$ cat config.mk
export PLATFORM = sky130hd
export DESIGN_NAME = digital_clock_core
export DESIGN_NICKNAME = d
export VERILOG_FILES = /design/src/rtl/clock_pkg.sv /design/src/rtl/digital_clock_core_bcd2_counter.sv /design/src/rtl/digital_clock_core.sv
export SDC_FILE = /design/constraint.sdc
export NUM_CORES = 1
export LEC_CHECK = 0
export CORE_MARGIN = 2
export CORE_UTILIZATION = 60
export CTS_CLUSTER_DIAMETER = 150
export DETAILED_ROUTE_END_ITERATION = 10
export PLACE_DENSITY = 0.86
export SETUP_SLACK_MARGIN = 0.4
export SLEW_MARGIN = 10
export SYNTH_ARGS = -nofsm -noshare
export SYNTH_HDL_FRONTEND = slang
export SYNTH_HIERARCHICAL = 1
export SYNTH_SLANG_ARGS = --single-unit
$ cat constraint.sdc
create_clock -name clock -period 7.4 [get_ports clock]
set_input_delay 0.74 -clock clock [delete_from_list [all_inputs] [get_ports clock]]
set_output_delay 0.74 -clock clock [all_outputs]
set_load 0.05 [all_outputs]
$ cat src/rtl/clock_pkg.sv
// Shared types and BCD helpers for the time-of-day core.
// Two-digit BCD values are handled digit-wise throughout; nothing goes through binary.
package clock_pkg;

   typedef struct packed {
      logic [3:0] tens;
      logic [3:0] units;
   } bcd2_t;

   typedef struct packed {
      logic  wrapped;
      bcd2_t next;
   } bcd2_inc_t;

   typedef enum logic {
      IDLE = 1'b0,
      RING = 1'b1
   } alarm_state_t;

   localparam logic [7:0] MAX_SEC  = 8'h59;
   localparam logic [7:0] MAX_MIN  = 8'h59;
   localparam logic [7:0] MAX_HOUR = 8'h23;

   // With both digits legal, BCD ordering matches numeric ordering.
   function automatic logic bcd2_valid(input logic [7:0] value, input logic [7:0] max);
      return (value[7:4] <= 4'd9) && (value[3:0] <= 4'd9) && (value <= max);
   endfunction

   function automatic bcd2_inc_t bcd2_inc(input logic [7:0] value, input logic [7:0] max);
      bcd2_inc_t r;
      r.wrapped = 1'b0;
      r.next    = value;
      if (value == max) begin
         r.wrapped = 1'b1;
         r.next    = 8'h00;
      end else if (value[3:0] == 4'd9) begin
         r.next.tens  = value[7:4] + 4'd1;
         r.next.units = 4'd0;
      end else begin
         r.next.units = value[3:0] + 4'd1;
      end
      return r;
   endfunction

   // 24 h BCD hour to 12 h display form: 00->12, 13..23->01..11.
   function automatic logic [7:0] to_12h(input logic [7:0] h24);
      logic [7:0] r;
      r = h24;
      if (h24 == 8'h00) begin
         r = 8'h12;
      end else if (h24 > 8'h12) begin
         if (h24[7:4] == 4'd1) begin
            r = {4'd0, h24[3:0] - 4'd2};
         end else if (h24[3:0] < 4'd2) begin
            r = {4'd0, h24[3:0] + 4'd8};
         end else begin
            r = {4'd1, h24[3:0] - 4'd2};
         end
      end
      return r;
   endfunction

endpackage

$ cat src/rtl/digital_clock_core_bcd2_counter.sv
// Two-digit BCD counter wrapping MAX->00; load has priority over inc.
// wrap is combinational and flags the increment that rolls over.
module bcd2_counter
   import clock_pkg::*;
#(
   parameter logic [7:0] MAX = 8'h59
) (
   input  logic       clock,
   input  logic       reset,
   input  logic       inc,
   input  logic       load,
   input  logic [7:0] load_val,
   output logic [7:0] val,
   output logic       wrap
);

   logic [7:0] val_reg;
   bcd2_inc_t  step;

   assign step = bcd2_inc(val_reg, MAX);

   always_ff @(posedge clock) begin
      if (reset) begin
         val_reg <= 8'h00;
      end else if (load) begin
         val_reg <= load_val;
      end else if (inc) begin
         val_reg <= step.next;
      end
   end

   assign val  = val_reg;
   assign wrap = inc && !load && step.wrapped;

endmodule

$ cat src/rtl/digital_clock_core.sv
// Time-of-day core: 1 Hz prescaler, cascaded BCD h:m:s counters, load/adjust,
// 12/24 h display and one daily alarm with a self-clearing ring.
module digital_clock_core
   import clock_pkg::*;
#(
   parameter int TICK_DIV  = 50000000,
   parameter int HOUR_12   = 0,
   parameter int RING_SECS = 60
) (
   input  logic       clock,
   input  logic       reset,
   input  logic       run,
   input  logic       load,
   input  logic [7:0] load_h,
   input  logic [7:0] load_m,
   input  logic [7:0] load_s,
   input  logic       inc_min,
   input  logic       inc_hour,
   input  logic       alarm_wr,
   input  logic       alarm_en,
   input  logic       alarm_clr,
   output logic [7:0] h_bcd,
   output logic [7:0] m_bcd,
   output logic [7:0] s_bcd,
   output logic       pm,
   output logic       tick_1hz,
   output logic       carry_min,
   output logic       carry_hour,
   output logic       load_err,
   output logic       alarm_ring
);

   localparam int PW = $clog2(TICK_DIV);
   localparam int RW = $clog2(RING_SECS + 1);
   localparam logic [PW-1:0] PRE_LAST  = PW'(TICK_DIV - 1);
   localparam logic [RW-1:0] RING_LAST = RW'(RING_SECS - 1);

   logic [PW-1:0] presc_reg;
   logic          tick;
   logic          time_ok, alarm_ok, do_load;
   logic          man_min, man_hour;
   logic          sec_inc, sec_load, sec_wrap, min_inc, min_wrap, hour_inc;
   logic          hour_wrap_unused;
   logic [7:0]    sec_load_val;
   logic [7:0]    sec_val, min_val, hour_val;
   logic          load_err_reg;
   logic [7:0]    alarm_h_reg, alarm_m_reg;
   bcd2_inc_t     min_step, hour_step;
   logic [7:0]    next_hour;
   logic          trigger;
   alarm_state_t  state_reg, state_next;
   logic [RW-1:0] ring_cnt_reg, ring_cnt_next;

   assign time_ok  = bcd2_valid(load_h, MAX_HOUR) && bcd2_valid(load_m, MAX_MIN)
                     && bcd2_valid(load_s, MAX_SEC);
   assign alarm_ok = bcd2_valid(load_h, MAX_HOUR) && bcd2_valid(load_m, MAX_MIN);
   assign do_load  = load && time_ok;

   // Prescaler freezes (without clearing) while stopped; a good load restarts the second.
   always_ff @(posedge clock) begin
      if (reset) begin
         presc_reg <= '0;
      end else if (do_load) begin
         presc_reg <= '0;
      end else if (run) begin
         presc_reg <= (presc_reg == PRE_LAST) ? '0 : presc_reg + PW'(1);
      end
   end

   assign tick     = run && (presc_reg == PRE_LAST);
   assign tick_1hz = tick;

   // Any load pulse, even a rejected one, blocks tick and adjust for that cycle.
   assign sec_inc      = tick && !load;
   assign man_min      = !run && !load && inc_min;
   assign man_hour     = !run && !load && inc_hour;
   assign sec_load     = do_load || man_min;
   assign sec_load_val = do_load ? load_s : 8'h00;
   assign min_inc      = sec_wrap || man_min;
   assign carry_min    = sec_wrap;
   assign carry_hour   = sec_wrap && min_wrap;
   assign hour_inc     = carry_hour || man_hour;

   bcd2_counter #(.MAX(MAX_SEC)) u_sec (
      .clock    (clock),
      .reset    (reset),
      .inc      (sec_inc),
      .load     (sec_load),
      .load_val (sec_load_val),
      .val      (sec_val),
      .wrap     (sec_wrap)
   );

   bcd2_counter #(.MAX(MAX_MIN)) u_min (
      .clock    (clock),
      .reset    (reset),
      .inc      (min_inc),
      .load     (do_load),
      .load_val (load_m),
      .val      (min_val),
      .wrap     (min_wrap)
   );

   bcd2_counter #(.MAX(MAX_HOUR)) u_hour (
      .clock    (clock),
      .reset    (reset),
      .inc      (hour_inc),
      .load     (do_load),
      .load_val (load_h),
      .val      (hour_val),
      .wrap     (hour_wrap_unused)
   );

   always_ff @(posedge clock) begin
      if (reset) begin
         load_err_reg <= 1'b0;
         alarm_h_reg  <= 8'h00;
         alarm_m_reg  <= 8'h00;
      end else begin
         load_err_reg <= (load && !time_ok) || (alarm_wr && !alarm_ok);
         if (alarm_wr && alarm_ok) begin
            alarm_h_reg <= load_h;
            alarm_m_reg <= load_m;
         end
      end
   end

   // Match against the h:m the counters will hold after this minute rollover.
   assign min_step  = bcd2_inc(min_val, MAX_MIN);
   assign hour_step = bcd2_inc(hour_val, MAX_HOUR);
   assign next_hour = min_step.wrapped ? hour_step.next : hour_val;
   assign trigger   = alarm_en && sec_wrap && (min_step.next == alarm_m_reg)
                      && (next_hour == alarm_h_reg);

   always_ff @(posedge clock) begin
      if (reset) begin
         state_reg    <= IDLE;
         ring_cnt_reg <= '0;
      end else begin
         state_reg    <= state_next;
         ring_cnt_reg <= ring_cnt_next;
      end
   end

   always_comb begin
      state_next    = state_reg;
      ring_cnt_next = ring_cnt_reg;
      case (state_reg)
         IDLE: begin
            if (trigger && !alarm_clr) begin
               state_next    = RING;
               ring_cnt_next = '0;
            end
         end
         RING: begin
            if (alarm_clr || !alarm_en || (tick && ring_cnt_reg == RING_LAST)) begin
               state_next = IDLE;
            end else if (tick) begin
               ring_cnt_next = ring_cnt_reg + RW'(1);
            end
         end
         default: state_next = IDLE;
      endcase
   end

   assign alarm_ring = (state_reg == RING);
   assign load_err   = load_err_reg;
   assign h_bcd      = (HOUR_12 != 0) ? to_12h(hour_val) : hour_val;
   assign m_bcd      = min_val;
   assign s_bcd      = sec_val;
   assign pm         = (hour_val >= 8'h12);

endmodule
## Yosys cells after proc, flatten, opt, wreduce, memory -nomap -nowiden

Cells that the tools add are included.

| word-level totals | value |
|---|---|
| register bits after elaboration | 74 |
| word-level logic and storage cells | 117 |
| input port bits | 33 |

| operators by class | value |
|---|---|
| reduce and logical (&&, ||, !) cells | 48 |
| $add $sub $neg | 8 |
| equality and inequality tests | 13 |
| bitwise operators | 1 |
| order comparisons | 10 |
| multiplexer cells | 27 |

Operators with widths:

| operator | count |
|---|---|
| 2-to-1 mux 8 bit | 11 |
| logical AND 1 bit | 27 |
| adder 26 x 1 -> 26 bit (second input constant) | 1 |
| equality test 26 bit (second input constant) | 1 |
| 2-to-1 mux 26 bit | 1 |
| adder 4 x 1 -> 4 bit (second input constant) | 6 |
| less-or-equal comparator 4 bit (second input constant) | 6 |
| 2-to-1 mux 4 bit | 6 |
| 2-to-1 mux 6 bit | 3 |
| equality test 8 x 7 -> 1 bit (second input constant) | 2 |
| equality test 8 bit | 2 |
| less-or-equal comparator 8 x 7 -> 1 bit (second input constant) | 2 |
| equality test 4 bit (second input constant) | 3 |
| case mux 6 bit (2 select lines) | 1 |
| equality test 8 x 6 -> 1 bit (second input constant) | 1 |
| greater-or-equal comparator 8 x 5 -> 1 bit (second input constant) | 1 |
| less-or-equal comparator 8 x 6 -> 1 bit (second input constant) | 1 |
| zero test 1 bit | 8 |
| adder 6 x 1 -> 6 bit (second input constant) | 1 |
| equality test 6 bit (second input constant) | 1 |
| logical OR 1 bit | 6 |
| inequality test 2 bit (second input constant) | 3 |
| nonzero test 2 bit | 3 |
| 2-to-1 mux 1 bit | 4 |
| other kinds (6) | 6 |

## Longest topological paths before layout

| depth | value |
|---|---|
| depth after elaboration | 17 |
| gate-level depth with buffers | 18 |
| gate-level depth less buffers | 17 |

## Cells and area by module

Netlist, hierarchy kept.

By module, submodules not included:

| module | seq. area each (um^2) | area each (um^2) | times used | cells an instance |
|---|---|---|---|---|
| digital_clock_core | 1001.0 | 3153.0 | 1 | 373 |
| bcd2_counter (u_min ...) | 160.2 | 541.8 | 2 | 65 |
| bcd2_counter (u_hour) | 160.2 | 565.5 | 1 | 66 |

## Least setup slack after synthesis

OpenSTA, ideal clock, no wires.

| timing path | value |
|---|---|
| path kind | input-to-reg |
| start point | input run |
| end point | register u_hour.val_reg[5] (netlist: u_hour/val[5]) |
| path slack | 2996 ps |
| cell stages on the path | 16 |
| arrival | 4274 ps |
| data required time | 7270 ps |
| library setup time | 130 ps |
| cells stage by stage | buf_4 nand4_1 nor2_1 nand2_1 nor4_1 nor2b_1 and2_1 a21o_1 nor2b_1 and2_1 and2_1 a21o_1 clkbuf_1 nor2b_1 a2111oi_2 nor3_1 |

| between the ends | value |
|---|---|
| elaborated cells between the ends (all ways) | 16 |

RTL lines:

| item | line | text |
|---|---|---|
| start: declaration | digital_clock_core.sv:12 | `input logic run,` |
| logical AND 1 bit | digital_clock_core.sv:70 | `assign tick = run && (presc_reg == PRE_LAST);` |
| logical AND 1 bit | digital_clock_core.sv:74 | `assign sec_inc = tick && !load;` |
| via sec_inc | digital_clock_core.sv:42 | `logic sec_inc, sec_load, sec_wrap, min_inc, min_wrap, hour_inc;` |
| logical AND 1 bit (2 in a row) | digital_clock_core_bcd2_counter.sv:33 | `assign wrap = inc && !load && step.wrapped;` |
| via carry_min | digital_clock_core.sv:27 | `output logic carry_min,` |
| logical OR 1 bit | digital_clock_core.sv:79 | `assign min_inc = sec_wrap \|\| man_min;` |
| via min_inc | digital_clock_core.sv:42 |  |
| logical AND 1 bit (2 in a row) | digital_clock_core_bcd2_counter.sv:33 |  |
| via min_wrap | digital_clock_core.sv:42 |  |
| logical AND 1 bit | digital_clock_core.sv:81 | `assign carry_hour = sec_wrap && min_wrap;` |
| via carry_hour | digital_clock_core.sv:28 | `output logic carry_hour,` |
| logical OR 1 bit | digital_clock_core.sv:82 | `assign hour_inc = carry_hour \|\| man_hour;` |
| via hour_inc | digital_clock_core.sv:42 |  |
| nonzero test 2 bit (no line) | -- |  |
| end signal: assignment | digital_clock_core_bcd2_counter.sv:26 | `val_reg <= load_val;` |
| end signal: assignment | digital_clock_core_bcd2_counter.sv:28 | `val_reg <= step.next;` |
| end: declaration | digital_clock_core_bcd2_counter.sv:17 | `logic [7:0] val_reg;` |

The timed path passes the listed nets, and every way through them passes these cells.
A chain may end at the register's enable or synchronous reset.

## Worst setup path after layout

| timing path | value |
|---|---|
| start point | input load_h[5] |
| end point | output carry_hour |

| between the ends | value |
|---|---|
| cells in the longest elaborated chain, start to end | 14 |
| elaborated cells between the ends (all ways) | 16 |

RTL lines:

| item | line | text |
|---|---|---|
| start: declaration | digital_clock_core.sv:14 | `input logic [7:0] load_h,` |
| branches (longest 2 deep; another with less-or-equal comparator 8 x 6 -> 1 bit) | -- |  |
| logical AND 1 bit (*) | clock_pkg.sv:26 | `return (value[7:4] <= 4'd9) && (value[3:0] <= 4'd9) && (value <= max);` |
| logical AND 1 bit (*) | digital_clock_core.sv:54 | `assign time_ok = bcd2_valid(load_h, MAX_HOUR) && bcd2_valid(load_m, MAX_MIN)` |
| logical AND 1 bit (*) | digital_clock_core.sv:55 | `&& bcd2_valid(load_s, MAX_SEC);` |
| logical AND 1 bit (*) | digital_clock_core.sv:57 | `assign do_load = load && time_ok;` |
| via do_load | digital_clock_core.sv:40 | `logic time_ok, alarm_ok, do_load;` |
| logical OR 1 bit (*) | digital_clock_core.sv:77 | `assign sec_load = do_load \|\| man_min;` |
| via sec_load | digital_clock_core.sv:42 |  |
| zero test 1 bit (*) | digital_clock_core_bcd2_counter.sv:33 |  |
| logical AND 1 bit (*) (2 in a row) | digital_clock_core_bcd2_counter.sv:33 |  |
| logical OR 1 bit (*) | digital_clock_core.sv:79 |  |
| via min_inc | digital_clock_core.sv:42 |  |
| logical AND 1 bit (*) (2 in a row) | digital_clock_core_bcd2_counter.sv:33 |  |
| via min_wrap | digital_clock_core.sv:42 |  |
| logical AND 1 bit (*) | digital_clock_core.sv:81 |  |
| end: declaration | digital_clock_core.sv:28 |  |

Mark *: on every way through the listed nets, which the timed path passes.

==> metrics.yaml <==
outcome:
  status: "finished clean"
critical_path:
  critical_path.cell_chain: "clkdlybuf4s50_1 -> o32ai_1 -> and3_1 -> and3_1 -> and2_1 -> a21o_1 -> nor2b_1 -> and2_1 -> a21o_1 -> nor2b_1 -> and2_1 -> and2_1 -> clkdlybuf4s50_1"
  cpPeakStageDelay_ns: 0.70
  cp.arrival_ns: 4.66
  critPathKind: "in2out"
  worstPathRequired_ns: 6.66
  slowest_stage: "clkdlybuf4s50_1"
  cp.buffers_inverters: 2
  worst_path_most_repeated_cell: "and2_1"
  critPathLaunchType: "input pin"
  crit_fanout: 21
  crit_family: "simple AND/OR/NAND/NOR gates"
  endpoint_kind: "output pin"
place:
  placed_cells: 707
  io_buffers: 62
  hpwl_um: 8010
  place_congestion: 0.902
timing:
  fmax_ghz: 0.185
  tns_ns: 0
  tightest_slew_ns: 0.977
  hold_viol: 0
  rsz0062_at_grt: "false"
  min_period_ns: 5.40
  slew_headroom_pct: 34.3
  fin_skew_ns: 0.0124
  finalSetupViolCount: 0
  min_period_over_period_pct: 72.9
  drv_slew: 0
floorplanning:
  placeableCoreArea_sq_mm: 0.00773
  initial_core_util_pct: 62.0
  die_h_um: 93.4
  io_pins: 63
  rows: 32
  dieWidth_um: 93.4
  die-area_sq_mm: 0.00872
global_route:
  antenna_found_initial: 0
  grt_pass1_vias: 4280
  busiest_layer: "met2"
  met1_usage_pct: 31.1
  use_met3_pct: 5.16
  gr-total-overflow: 0
  grt_pass1_wl_um: 19000
  grt_use_met2_pct: 47.5
  grtUsageTotal_pct: 26.6
  grt_max_degree: 53
detailed_routing:
  drtAntennaViolNets: 0
  vias_per_cell: 6.07
  vias: 4391
  drc: 0
  first_pass_iters: 5
  routed_wl_um: 11300
  wire_per_inst_um: 15.7
  drt_iter0_drc: 136
clock_tree:
  clk_root_buffer_cell: "clkbuf_8"
  cts_sinks: 74
  htreeDepth: 3
  post_cts_resized: 0
  clk_latency_ns: 0.35
  clk_pin_slew_ns: 0.07
  cts_made_buffers: 9
  cts_tree: "yes"
  postCtsSetupBuffers: 0
  clock_path_buffers: 2
  ctsHoldBuffers: 0
power_and_ir_drop:
  vdd_ir_drop_max_v: 0.000128
  total_power_mw: 0.795
  powerDensity_mw_per_mm2: 142
  p_leak_nw: 2.03
layout:
  nFillCells: 591
  drive_above_1_share_pct: 6.60
  finalNonFillerCells: 723
  diodes: 0
  areaGrowthSynthToFinish_pct: 17.1
  multiInputGateArea_sq_mm: 0.00312
  seqCellArea_sq_mm: 0.00148
  fin_nets: 670
  final_core_utilization_pct: 72.6
  largest_reg_flops: 26
logic_synthesis:
  syn_avg_cell_area_sq_um: 8.46
  syn-instance-count: 567
  yosysWarnings: 6
  netlist_area_sq_mm: 0.00479
  syn_nets: 621
worst_hold_path:
  hold_class: "reg2reg"
job:
  drv_cap: 0
-- worst paths after layout --
path	startpoint	end	slack, ns	cells after the start
setup / recovery	load_h[5]	carry_hour	2.00	13
hold / removal	alarm_h_reg[6]$_SDFFE_PP0P_	alarm_h_reg[6]$_SDFFE_PP0P_	0.50	1
setup reg to reg	presc_reg[0]$_SDFFE_PP0P_	u_hour/val[2]$_SDFFE_PP0P_	3.30	16
hold reg to reg	alarm_h_reg[6]$_SDFFE_PP0P_	alarm_h_reg[6]$_SDFFE_PP0P_	0.50	1
-- layout by cell type (no fill, tap or decap), types with 4 or more instances in the layout --
cell	count
nor4b_1	4
o21a_1	10
nor3b_1	13
nor2_1	73
nand2b_1	8
nor3_1	25
nand3_1	25
or3_1	4
inv_1	19
mux2i_1	17
a21o_1	5
clkbuf_8	9
a221oi_1	4
ha_1	21
o32a_1	6
xor2_1	24
a21oi_1	17
dfxtp_1	74
and3_1	18
xnor2_1	26
and2_1	7
and3b_1	4
nand2_1	35
o21ai_0	9
nor2b_1	13
nand4_1	8
clkdlybuf4s50_1	61
-- worst reg2reg max path: stages, from the launching register on --
cell	delay (ns)
dfxtp_1	0.40
ha_1	0.24
nand2_1	0.07
nor2_1	0.09
nand2_1	0.12
nor4_1	0.85
nor2b_1	0.25
and2_1	0.21
a21o_1	0.24
nor2b_1	0.19
and2_1	0.13
and2_1	0.14
a21o_1	0.36
nand2b_1	0.12
a211oi_2	0.36
a221oi_1	0.13
nor2_1	0.12
-- report_power, final --
part / total, mW / switching [mW] / internal (mW)
Clock: 0.312 / 0.155 / 0.157
Combinational: 0.0740 / 0.0403 / 0.0337
Sequential: 0.410 / 0.00751 / 0.402
Total: 0.795 / 0.203 / 0.592
-- metal layers --
layer	part of all wire (%)	wire length (um)
met5	0	0
met4	2.5	289
met3	4.5	513
met2	50	5690
met1	43	4850
-- layout make-up --
type / instances / share of cell area [%]
Clock inverter: 6 / 1.11
Tap cell: 102 / 2.27
Multi-Input combinational cell: 449 / 55.6
Inverter: 19 / 1.27
Timing Repair Buffer: 63 / 11.1
Clock buffer: 10 / 2.27
Sequential cell: 74 / 26.4
-- through the flow --
stage	hold WS (ns)	setup WS, ns	cell area (sq um)
2_1_floorplan	0.447	3.00	4790
3_3_place_gp	0.463	2.20	5420
3_5_place_dp	0.484	2.05	5420
4_1_cts	0.500	2.01	5610
5_1_grt	0.510	1.75	5610
6_report	0.497	2.00	5610
(Power assumes the default switching activity.)
